$ cat src/rtl/ysyx_24110006_pkg.sv
// Shared definitions for the ysyx_24110006 core: datapath width defaults and
// the load size encoding used between the LSU and the writeback stage.
package ysyx_24110006_pkg;

    localparam int DEF_ADDR_WIDTH = 5;
    localparam int DEF_DATA_WIDTH = 32;

    typedef enum logic [1:0] {
        LS_BYTE = 2'd0,
        LS_HALF = 2'd1,
        LS_WORD = 2'd2,
        LS_RSVD = 2'd3
    } load_size_e;

endpackage

$ cat src/rtl/ysyx_24110006_load_align.sv
// Combinational load data extraction: picks the byte/half/word lane out of the
// raw aligned memory word and sign- or zero-extends it to the datapath width.
module ysyx_24110006_load_align
    import ysyx_24110006_pkg::*;
#(
    parameter int DATA_WIDTH = DEF_DATA_WIDTH
) (
    input  logic [1:0]            size_i,
    input  logic                  zext_i,
    input  logic [1:0]            addr_low_i,
    input  logic [DATA_WIDTH-1:0] rdata_i,
    output logic [DATA_WIDTH-1:0] data_o
);

    logic [7:0]  byte_w;
    logic [15:0] half_w;

    assign byte_w = rdata_i[{addr_low_i, 3'b000} +: 8];
    assign half_w = rdata_i[{addr_low_i[1], 4'b0000} +: 16];

    // Reserved size falls through to the raw word; the result is undefined anyway.
    always_comb begin
        data_o = rdata_i;
        case (load_size_e'(size_i))
            LS_BYTE: data_o = {{(DATA_WIDTH-8){byte_w[7] & ~zext_i}}, byte_w};
            LS_HALF: data_o = {{(DATA_WIDTH-16){half_w[15] & ~zext_i}}, half_w};
            default: data_o = rdata_i;
        endcase
    end

endmodule

$ cat src/rtl/ysyx_24110006_wbu.sv
// Writeback stage: one-entry result slot feeding the register file write port,
// plus the per-register busy scoreboard used by decode for RAW/WAW stalls.
// Optional retirement counter enabled by YSYX_24110006_WBU_PERF_EN.
module ysyx_24110006_wbu
    import ysyx_24110006_pkg::*;
#(
    parameter int ADDR_WIDTH = DEF_ADDR_WIDTH,
    parameter int DATA_WIDTH = DEF_DATA_WIDTH
) (
    input  logic                  i_clock,
    input  logic                  i_reset,
    input  logic                  i_valid,
    output logic                  o_ready,
    input  logic [ADDR_WIDTH-1:0] i_rd,
    input  logic                  i_rd_wen,
    input  logic [DATA_WIDTH-1:0] i_result,
    input  logic                  i_is_load,
    input  logic [1:0]            i_load_size,
    input  logic                  i_load_unsigned,
    input  logic [1:0]            i_addr_low,
    input  logic [DATA_WIDTH-1:0] i_rdata,
    input  logic                  i_hold,
    output logic                  o_wen,
    output logic [ADDR_WIDTH-1:0] o_waddr,
    output logic [DATA_WIDTH-1:0] o_wdata,
    output logic                  o_retire,
    input  logic                  i_issue,
    input  logic [ADDR_WIDTH-1:0] i_issue_rd,
    input  logic [ADDR_WIDTH-1:0] i_chk_rs1,
    input  logic [ADDR_WIDTH-1:0] i_chk_rs2,
    output logic                  o_rs1_busy,
    output logic                  o_rs2_busy
`ifdef YSYX_24110006_WBU_PERF_EN
    ,
    output logic [63:0]           o_retire_cnt
`endif
);

    localparam int NREG = 1 << ADDR_WIDTH;

    logic                  slot_valid_q, slot_valid_d;
    logic                  slot_wen_q, slot_wen_d;
    logic [ADDR_WIDTH-1:0] slot_rd_q, slot_rd_d;
    logic [DATA_WIDTH-1:0] slot_data_q, slot_data_d;
    logic [NREG-1:0]       busy_q, busy_d;
    logic [DATA_WIDTH-1:0] load_data;
    logic                  fire, drain, issue_set, clr;

    ysyx_24110006_load_align #(
        .DATA_WIDTH(DATA_WIDTH)
    ) u_load_align (
        .size_i    (i_load_size),
        .zext_i    (i_load_unsigned),
        .addr_low_i(i_addr_low),
        .rdata_i   (i_rdata),
        .data_o    (load_data)
    );

    assign o_ready   = !slot_valid_q || !i_hold;
    assign fire      = i_valid && o_ready;
    assign drain     = slot_valid_q && !i_hold;
    assign clr       = drain && slot_wen_q;
    assign issue_set = i_issue && (i_issue_rd != '0);

    assign o_wen    = clr;
    assign o_retire = drain;
    assign o_waddr  = slot_rd_q;
    assign o_wdata  = slot_data_q;

    // A refill on the draining edge keeps the slot occupied.
    always_comb begin
        slot_valid_d = slot_valid_q;
        slot_wen_d   = slot_wen_q;
        slot_rd_d    = slot_rd_q;
        slot_data_d  = slot_data_q;
        if (drain) slot_valid_d = 1'b0;
        if (fire) begin
            slot_valid_d = 1'b1;
            slot_wen_d   = i_rd_wen && (i_rd != '0);
            slot_rd_d    = i_rd;
            slot_data_d  = i_is_load ? load_data : i_result;
        end
    end

    always_ff @(posedge i_clock or posedge i_reset) begin
        if (i_reset) begin
            slot_valid_q <= 1'b0;
            slot_wen_q   <= 1'b0;
            slot_rd_q    <= '0;
            slot_data_q  <= '0;
            busy_q       <= '0;
        end else begin
            slot_valid_q <= slot_valid_d;
            slot_wen_q   <= slot_wen_d;
            slot_rd_q    <= slot_rd_d;
            slot_data_q  <= slot_data_d;
            busy_q       <= busy_d;
        end
    end

    // Set beats clear on the same register; x0 is hardwired idle.
    for (genvar gi = 0; gi < NREG; gi++) begin : g_busy
        if (gi == 0) begin : g_zero
            assign busy_d[gi] = 1'b0;
        end else begin : g_reg
            assign busy_d[gi] = (issue_set && (i_issue_rd == ADDR_WIDTH'(gi)))
                             || (busy_q[gi] && !(clr && (slot_rd_q == ADDR_WIDTH'(gi))));
        end
    end

    assign o_rs1_busy = busy_q[i_chk_rs1];
    assign o_rs2_busy = busy_q[i_chk_rs2];

`ifdef YSYX_24110006_WBU_PERF_EN
    logic [63:0] retire_cnt_q;

    always_ff @(posedge i_clock or posedge i_reset) begin
        if (i_reset) retire_cnt_q <= '0;
        else if (drain) retire_cnt_q <= retire_cnt_q + 64'd1;
    end

    assign o_retire_cnt = retire_cnt_q;
`endif

`ifndef SYNTHESIS
    a_load_fmt: assert property (@(posedge i_clock) disable iff (i_reset)
        (fire && i_is_load) |-> !((i_load_size == LS_RSVD)
                                  || (i_load_size == LS_HALF && i_addr_low[0])));

    // Re-issue is legal only against the write that is retiring this cycle.
    a_waw: assert property (@(posedge i_clock) disable iff (i_reset)
        issue_set |-> (!busy_q[i_issue_rd] || (clr && slot_rd_q == i_issue_rd)));
`endif

endmodule

$ cat config.mk
export PLATFORM = sky130hd
export DESIGN_NAME = ysyx_24110006_wbu
export DESIGN_NICKNAME = d
export VERILOG_FILES = /design/src/rtl/ysyx_24110006_pkg.sv /design/src/rtl/ysyx_24110006_load_align.sv /design/src/rtl/ysyx_24110006_wbu.sv
export SDC_FILE = /design/constraint.sdc
export NUM_CORES = 1
export LEC_CHECK = 0
export CORE_UTILIZATION = 50
export CTS_CLUSTER_DIAMETER = 50
export DETAILED_ROUTE_END_ITERATION = 6
export GPL_ROUTABILITY_DRIVEN = 0
export PLACE_DENSITY = 0.86
export SETUP_SLACK_MARGIN = 0.1
export SLEW_MARGIN = 40
export SYNTH_ARGS = -nofsm -noshare
export SYNTH_HDL_FRONTEND = slang
export SYNTH_SLANG_ARGS = --single-unit
$ cat constraint.sdc
create_clock -name i_clock -period 3.8 [get_ports i_clock]
set_input_delay 0.76 -clock i_clock [delete_from_list [all_inputs] [get_ports i_clock]]
set_output_delay 0.76 -clock i_clock [all_outputs]
set_load 0.02 [all_outputs]
=== Word-level counts from Yosys, hierarchy flattened ===
Cells that the tools add are included.

* Magnitude comparators: 2
* Mux-type cells: 8
* Bitwise operators: 3
* Reductions and logical operators: 167
* Shifts and indexed selects: 2
* Equal/unequal tests: 63

{| class="wikitable"
|+ Operator list
! kind !! number
|-
| $eq 5x5->1 const B || 32
|-
| $logic_and 1x1->1 || 98
|-
| $eq 5x4->1 const B || 16
|-
| $pmux 32 s2 || 1
|-
| $eq 5x3->1 const B || 8
|-
| $logic_not 1->1 || 33
|-
| $logic_or 1x1->1 || 32
|-
| $mux 32 || 1
|-
| $shiftx 32x6->16 || 1
|-
| $shiftx 32x6->8 || 1
|-
| $eq 5x2->1 const B || 4
|-
| $lt 5x6->1 const B || 2
|-
| $bmux 1 s5 || 2
|-
| $eq 5x1->1 const B || 2
|-
| $reduce_bool 5->1 || 2
|-
| $mux 1 || 4
|-
| $and 1x1->1 || 2
|-
| $eq 2x1->1 const B || 1
|-
| $logic_not 2->1 || 1
|-
| $reduce_bool 2->1 || 1
|-
| $not 1->1 || 1
|}

* Input port bits: 96
* Flip-flop bits (word level): 70

=== Logic depth before layout (Yosys ltp) ===
Gate-level depths: netlist of run 1.

* Word-level depth: 7
* Depth in mapped cells: 7
* Depth with buffers taken out: 5

=== Hierarchy ===
A second synthesis of run 1 with hierarchy kept.

* Cells, all modules: 478
* Area, all modules: 4361.7 µm²

{| class="wikitable"
|+ By module, submodules not included
! module !! times used !! area each (µm²) !! cells an instance
|-
| ysyx_24110006_wbu || 1 || 3647.2 || 361
|-
| ysyx_24110006_load_align || 1 || 714.4 || 117
|}

=== Worst setup path before layout of run 1 ===
OpenSTA, ideal clock, no wires.

* Path kind: input -> output
* Start point: in i_chk_rs2[1]
* End point: out o_rs2_busy
* Path slack: 884 ps
* Data arrival time: 2156 ps
* Buffers on the path: 1
* Stages on the path: 4
* Cells stage by stage: buf_2 mux4_2 a32o_1 a221o_1

* Word-level cells in the longest chain between the ends: 2

{| class="wikitable"
|+ RTL lines
! what !! RTL line !! text
|-
| from (decl) || ysyx_24110006_wbu.sv:30 || <nowiki>input logic [ADDR_WIDTH-1:0] i_chk_rs2,</nowiki>
|-
| $bmux 1 s5 || ysyx_24110006_wbu.sv:112 || <nowiki>assign o_rs2_busy = busy_q[i_chk_rs2];</nowiki>
|-
| $mux 1 (implied by the code) || ysyx_24110006_wbu.sv:112 ||
|-
| to (decl) || ysyx_24110006_wbu.sv:32 || <nowiki>output logic o_rs2_busy</nowiki>
|}

Every way passes these cells. The select of a mux whose other input is x is not followed.

=== Final worst setup path of run 1 ===
* Start point: in i_chk_rs1[0]
* End point: out o_rs1_busy

* Word-level cells in the longest chain between the ends: 2

{| class="wikitable"
|+ RTL lines
! what !! RTL line !! text
|-
| from (decl) || ysyx_24110006_wbu.sv:29 || <nowiki>input logic [ADDR_WIDTH-1:0] i_chk_rs1,</nowiki>
|-
| $bmux 1 s5 || ysyx_24110006_wbu.sv:111 || <nowiki>assign o_rs1_busy = busy_q[i_chk_rs1];</nowiki>
|-
| $mux 1 (implied by the code) || ysyx_24110006_wbu.sv:111 ||
|-
| to (decl) || ysyx_24110006_wbu.sv:31 || <nowiki>output logic o_rs1_busy,</nowiki>
|}

Every way passes these cells. The select of a mux whose other input is x is not followed.

==> impl_summary.txt, run 1 <==
----------------------------------------------------
[Critical path]
  Required time reported for the critical path endpoint ... 3.04 ns
  CP max FO ... 3
  Worst setup EP type ... output pin
  Category of the worst setup path launch point ... input pin
  Critical Setup Path Class ... in -> out
  Signal arrival time at the worst endpoint ... 2.82 ns
  Depth of the worst register-to-register path ... 5

[Power]
  Total net switching power ... 0.0008419 W
  Sequential fraction of design power ... 0.427
  Worst IR Drop VDD ... 0.0002361 V
  Power density over the cells ... 423.9 nW/µm²
  Share of power burned in combinational logic ... 0.319
  Total Power ... 0.002470 W
  Internal Power ... 0.001628 W
  Clock share of power ... 0.254
  Sw frac ... 0.3409
  Leakage power ... 2.306 nW

[Clock tree]
  Clock transition at path regs ... 0.07 ns
  Number of CTS-inserted buffers ... 9
  Root buffer selected by CTS ... clkbuf_8
  Maximum buffer depth of the clock tree ... 2
  Insertion delay of the later-clocked pin in the worst-skew pair ... 0.34 ns
  Clock tree sinks ... 70
  Number of H-tree branching levels ... 3
  CTS tree ... done

[Global route]
  Total global routing track utilization ... 0.3304
  Vias in the first global route ... 4,387
  Initial antenna violation count ... 0
  Remaining global-route overflow ... 0
  Largest net degree at the start of global routing ... 71
  First-pass GRT wire length ... 21.77 mm

[Layout]
  Number of antenna repair diodes ... 0
  Share of layout cells above drive strength 1 ... 0.1008
  Final core occ ... 0.7348
  Cell area after layout ... 5826 µm²
  Final net count ... 696
  Synth-to-Final Area Change ... 39.28%

[Drt]
  First-iteration detailed-routing DRC count ... 294
  DRT Wirelength ... 13.93 mm
  Post-detailed-route wirelength per cell ... 19.71 µm
  First-pass DRT Iterations ... 4
  Via-to-Cell Ratio ... 6.286
  Total vias in the final route ... 4,444
  Number of nets still failing antenna checks after routing ... 0
  Number of design rule violations left after detail routing ... 0

[Yosys]
  Adder-cell share of the synthesized area ... 0
  Flip-flop and latch count after synthesis ... 70
  Leading post-synthesis cells by instance count ... o21ai_0 (90), nand2_1 (89), dfrtp_1 (70), clkbuf_1 (24), nor2_1 (21)
  Share of synthesized registers carrying an async set or reset ... 1.000
  Area fraction in compound gates after synthesis ... 0.2267
  Proportion of synthesized chip area in sequential cells ... 0.4188
  Number of instances in the synthesized netlist ... 474
  Main combinational cell family by area after synthesis ... compound AO/OA/AOI/OAI gates
  Count of flip-flops with a built-in enable after synthesis ... 0
  Leading cell types by total area after synthesis ... dfrtp_1 (42%), o21ai_0 (11%), nand2_1 (8.0%)
  Mux share of post-synthesis cell area ... 0.1038
  Number of nets in the synthesized netlist ... 570
  Simple logic cell fraction of the synthesized area ... 0.2058
  Number of warnings issued by yosys ... 0
  Cell variety after synth ... 47
  Mean cell area of the mapped netlist ... 8.824 µm²
  Area of the mapped netlist ... 4183 µm²
  Fraction of synthesized cell area taken by the top area cell type ... 0.4188
  Prevailing post-synth register cell ... dfrtp_1
  Leading area contributor after synthesis ... dfrtp_1
  Xor/xnor cell area share of the yosys netlist ... 0
  Most frequent cell after synthesis ... o21ai_0

[Timing]
  Clock period minus worst slack ... 3.579 ns
  Maximum frequency from static timing analysis ... 279.4 MHz
  Setup Skew ... 0.009589 ns
  Total negative slack ... 0 ns
  Hold violation count in the final report ... 0
  Final setup violation count ... 0
  Relative slew margins ... 0.5565
  Setup repair after global routing missed its margin ... no
  Measured slew at the worst slew-check pin ... 0.6583 ns
  Period utilization ... 0.9419
  Slew Limit Fails ... 0
  Smallest hold slack ... 0.4856 ns

[Status]
  Outcome ... complete, no violations

[Floorplanning]
  Rows ... 32
  Area of the die ... 8736 µm²
  Area of the placeable core ... 7928 µm²
  Horiz. Die Dim ... 93.47 µm
  Floorplan die height ... 93.47 µm
  Initial Utilization ... 0.5276
  I/O Pins ... 138

[Place]
  Placed cell area ... 5614 µm²
  HPWL after detailed placement ... 10.37 mm
  Number of port buffers ... 137

[Worst hold path]
  Tightest Hold Check Type ... reg -> reg
  Hold path depth ... 2

[Flow run]
  Count of maximum capacitance violations ... 0

----------------------------------------------------
==> cells by family (layout without fill, tap and decap cells) <==
family,Yosys count,after routing
flops,70,70
mux,25,25
compound gates,162,162
buf+inv,40,171
simple gates,177,177
==> worst max-delay path, cell delays in order <==
cell,delay [ns]
clkdlybuf4s50_1,0.54
buf_4,0.16
mux4_2,0.48
nor2b_1,0.13
nor4_1,0.06
a2111o_1,0.35
dlygate4sd2_1,0.32
==> routing by layer <==
layer | global-route usage | vias up | share of wire
li1 | - | 1989 | -
met1 | 0.3902 | 2119 | 0.38
met2 | 0.5515 | 275 | 0.49
met3 | 0.07805 | 61 | 0.085
met4 | 0.1872 | 0 | 0.042
met5 | 0 | - | 0
==> stage by stage <==
stage	setup slack, ns	cells
2_1_floorplan	0.8845	474
5_1_grt	0.1504	707
6_report	0.2209	707
3_3_place_gp	-0.02314	691
3_5_place_dp	-0.06227	691
4_1_cts	0.1378	707
==> area by class of cell <==
cell class | instances | area [µm²]
clock inverters | 6 | 70.07
flip-flops and latches | 70 | 1752
clock buffers | 10 | 137.6
fillers | 597 | 2102
well taps | 102 | 127.6
repair buffers | 150 | 1475
inverters | 5 | 18.77
multi-input cells | 364 | 2245
==> power groups by stage <==
stage | clock (W) | combinational (W) | sequential (W)
2_1_floorplan | 0 | 0.000380 | 0.00106
3_3_place_gp | 0 | 0.000758 | 0.00105
3_5_place_dp | 0 | 0.000784 | 0.00106
4_1_cts | 0.000634 | 0.000783 | 0.00105
5_1_grt | 0.000667 | 0.000849 | 0.00106
6_report | 0.000627 | 0.000788 | 0.00105
==> path summary, 6_finish.rpt <==
path / end / start / slack [ns]
worst max register to register: busy_q[14] / slot_valid_q / 2.23
max in group asynchronous: o_wdata[14] / i_reset / 2.46
worst min register to register: o_wdata[30] / o_wdata[30] / 0.49
worst min-delay path: o_wdata[30] / o_wdata[30] / 0.49
min in group asynchronous: o_wdata[29] / i_reset / 0.89
worst max-delay path: o_rs1_busy / i_chk_rs1[0] / 0.22
==> layout by cell type, fill, tap and decap left out, drive strengths merged, types with 5 or more instances in the layout <==
master and instances:
nor2b 7, buf 13, o22ai 16, nand2 89, clkbuf 10, o21ai 100
nand3 17, a221oi 5, mux4 14, dfrtp 70, nand2b 6, or3 6
inv 6, mux2 7, a21oi 17, nor2 21, clkdlybuf4s50 133, nand3b 9
==> timing repair <==
action / in CTS / in global routing
pin swaps: 0 / 0
endpoints found under the setup margin: 2 / 1
resized for setup: 3 / 2
buffers inserted: 0 / 0
hold buffers: 0 / 0
==> registers in the layout (all words and copies together) (netlist names) <==
signal	count
o_wdata	32
busy_q	31
o_waddr	5
slot_valid_q	1
slot_wen_q	1
(Power assumes the default switching activity.)
==> run 2, diff against run 1 <==
--- a/config.mk
+++ b/config.mk
@@ -5,6 +5,7 @@
 export SDC_FILE = /design/constraint.sdc
 export NUM_CORES = 1
 export LEC_CHECK = 0
+export CORE_ASPECT_RATIO = 2
 export CORE_UTILIZATION = 50
 export CTS_CLUSTER_DIAMETER = 50
 export DETAILED_ROUTE_END_ITERATION = 6
==> run 2 against run 1 <==
Sequential share of layout area fell by 0.61 points. Register-to-register slack got worse by 0.04 ns. Largest power group unchanged. Critical endpoint unchanged. Via count rose by 1.3%. Non-clock buffer count rose by 2. Critical path depth did not move. Largest cell class unchanged. Worst hold slack got worse by 0.010 ns.
==> impl_summary.txt, run 2 (synthesis results as in run 1) <==
----------------------------------------------------
[Drt]
  Number of design rule violations left after detail routing ... 0
  First-iteration detailed-routing DRC count ... 546
  Uppermost routed layer ... met4
  Met3 routed WL ... 1.250 mm
  DRT Wirelength ... 15.60 mm
  Post-detailed-route wirelength per cell ... 22.19 µm
  Via-to-Cell Ratio ... 6.403
  Length of routed wiring on met1 ... 4.755 mm
  Number of nets still failing antenna checks after routing ... 0
  First-pass DRT Iterations ... 5
  Detailed-routed wire length on met2 ... 8.137 mm
  Total vias in the final route ... 4,501

[Place]
  HPWL after detailed placement ... 11.72 mm
  Placement Setup Slack ... -0.08157 ns
  Number of port buffers ... 137

[Timing]
  Relative slew margins ... 0.5801
  Final setup violation count ... 0
  Smallest hold slack ... 0.4756 ns
  Total negative slack ... 0 ns
  Hold violation count in the final report ... 0
  Setup repair after global routing missed its margin ... no
  Period utilization ... 0.9445
  Setup Skew ... 0.003231 ns
  Slew Limit Fails ... 0
  Maximum frequency from static timing analysis ... 278.6 MHz
  Fin worst setup slack ... 0.2109 ns
  Clock period minus worst slack ... 3.589 ns
  Measured slew at the worst slew-check pin ... 0.6232 ns

[Floorplanning]
  Area of the placeable core ... 8000 µm²
  Floorplan die height ... 131.4 µm
  Initial Utilization ... 0.5228
  Rows ... 46
  Horiz. Die Dim ... 66.68 µm
  I/O Pins ... 138
  Area of the die ... 8758 µm²

[Layout]
  Number of antenna repair diodes ... 0
  Commonest non-fill, non-tap cell in the layout ... clkdlybuf4s50_1
  Final core occ ... 0.7432
  Commonest non-fill, non-tap cells in the layout ... clkdlybuf4s50_1 (133), o21ai_0 (90), nand2_1 (88)
  Synth-to-Final Area Change ... 42.15%
  Share of layout cells above drive strength 1 ... 0.1038
  Max FFs per register ... 32
  Final net count ... 698

[Global route]
  Total global routing track utilization ... 0.3929
  Largest net degree at the start of global routing ... 53
  Initial antenna violation count ... 0
  Vias in the first global route ... 4,559
  First-pass GRT wire length ... 24.68 mm
  Remaining global-route overflow ... 0

[Status]
  Outcome ... complete, no violations

[Critical path]
  Worst setup EP type ... output pin
  Sequence of cells on the critical path ... clkdlybuf4s50_1 > buf_4 > mux4_2 > nor2b_1 > nor4_1 > a2111o_1 > dlygate4sd2_1
  Count of buffer and inverter cells on the critical path ... 3
  Top delay family on crit path ... buffers and inverters
  Cell at the slowest stage of the critical path ... clkdlybuf4s50_1
  Worst reg2reg setup slack ... 2.19 ns
  Critical Setup Path Class ... in -> out
  Required time reported for the critical path endpoint ... 3.04 ns
  Maximum single-stage delay on the critical path ... 0.54 ns
  CP max FO ... 3
  Signal arrival time at the worst endpoint ... 2.83 ns
  Category of the worst setup path launch point ... input pin

[Power]
  Total Power ... 0.002787 W
  Leakage power ... 2.378 nW
  Power density over the cells ... 468.8 nW/µm²
  Worst IR Drop VDD ... 0.0002697 V

[Clock tree]
  Root buffer selected by CTS ... clkbuf_16
  Maximum buffer depth of the clock tree ... 2
  Number of H-tree branching levels ... 3
  CTS tree ... done
  Clock transition at path regs ... 0.06 ns
  Clock tree sinks ... 70
  Number of CTS-inserted buffers ... 9
  Number of buffers added for setup after CTS ... 0
  Insertion delay of the later-clocked pin in the worst-skew pair ... 0.33 ns

[Worst hold path]
  Tightest Hold Check Type ... reg -> reg

[Flow run]
  Count of maximum capacitance violations ... 0

----------------------------------------------------
run 2: cell types whose count changed in the layout (fill, tap and decap cells not counted), moves of 2 or more:
| cell | previous run | this run |
|---|---|---|
| clkbuf_16 | 0 | 9 |
| buf_4 | 11 | 15 |
| clkinvlp_4 | 3 | 0 |
| buf_6 | 2 | 0 |
| clkbuf_8 | 10 | 1 |
run 2: worst paths after layout:
path                              start          end  depth (start not counted)
max                        i_chk_rs1[0]   o_rs1_busy                          7
min reg2reg                  slot_wen_q   slot_wen_q                          2
max reg2reg                slot_valid_q   busy_q[13]                          5
min in group asynchronous       i_reset  o_wdata[19]                          2
min                          slot_wen_q   slot_wen_q                          2
max in group asynchronous       i_reset    busy_q[9]                          3
run 2: worst register-to-register path: stages, from the launching register on:
cell,delay (ns)
dfrtp_1,0.36
and3b_1,0.21
nor2b_1,0.27
nand3b_1,0.27
o21ai_0,0.26
o21ai_0,0.11
run 2: metrics by stage:
stage          cells  cell area (µm²)
6_report         703             5946
5_1_grt          703             5946
4_1_cts          703             5939
3_5_place_dp     687             5618
3_3_place_gp     687             5618
2_1_floorplan    474             4183
run 2: where the power goes:
group / switching (W) / internal, W
logic: 0.000396 / 0.000406
registers: 0.000172 / 0.000901
clock network: 0.000319 / 0.000594
total: 0.000888 / 0.00190
run 2: cell type report:
cell class	count	area (µm²)
inverter	5	18.77
tap	96	120.1
clock inverter	5	82.58
sequential	70	1752
multi-input combinational	364	2247
fill	614	2054
clock buffer	11	242.7
timing repair buffer	152	1483
run 2: per-layer routing:
layer  vias up  global-route usage
li1       1991                   -
met1      2095              0.3899
met2       319              0.6369
met3        96              0.1337
met4         0              0.3085
met5         -                   0
run 2: what timing repair did:
action / 4_1_cts / 5_1_grt
cloned: 0 / 0
hold buffers: 0 / 0
pin swaps: 0 / 0
endpoints found under the setup margin: 2 / 2
gates resized for setup: 3 / 2
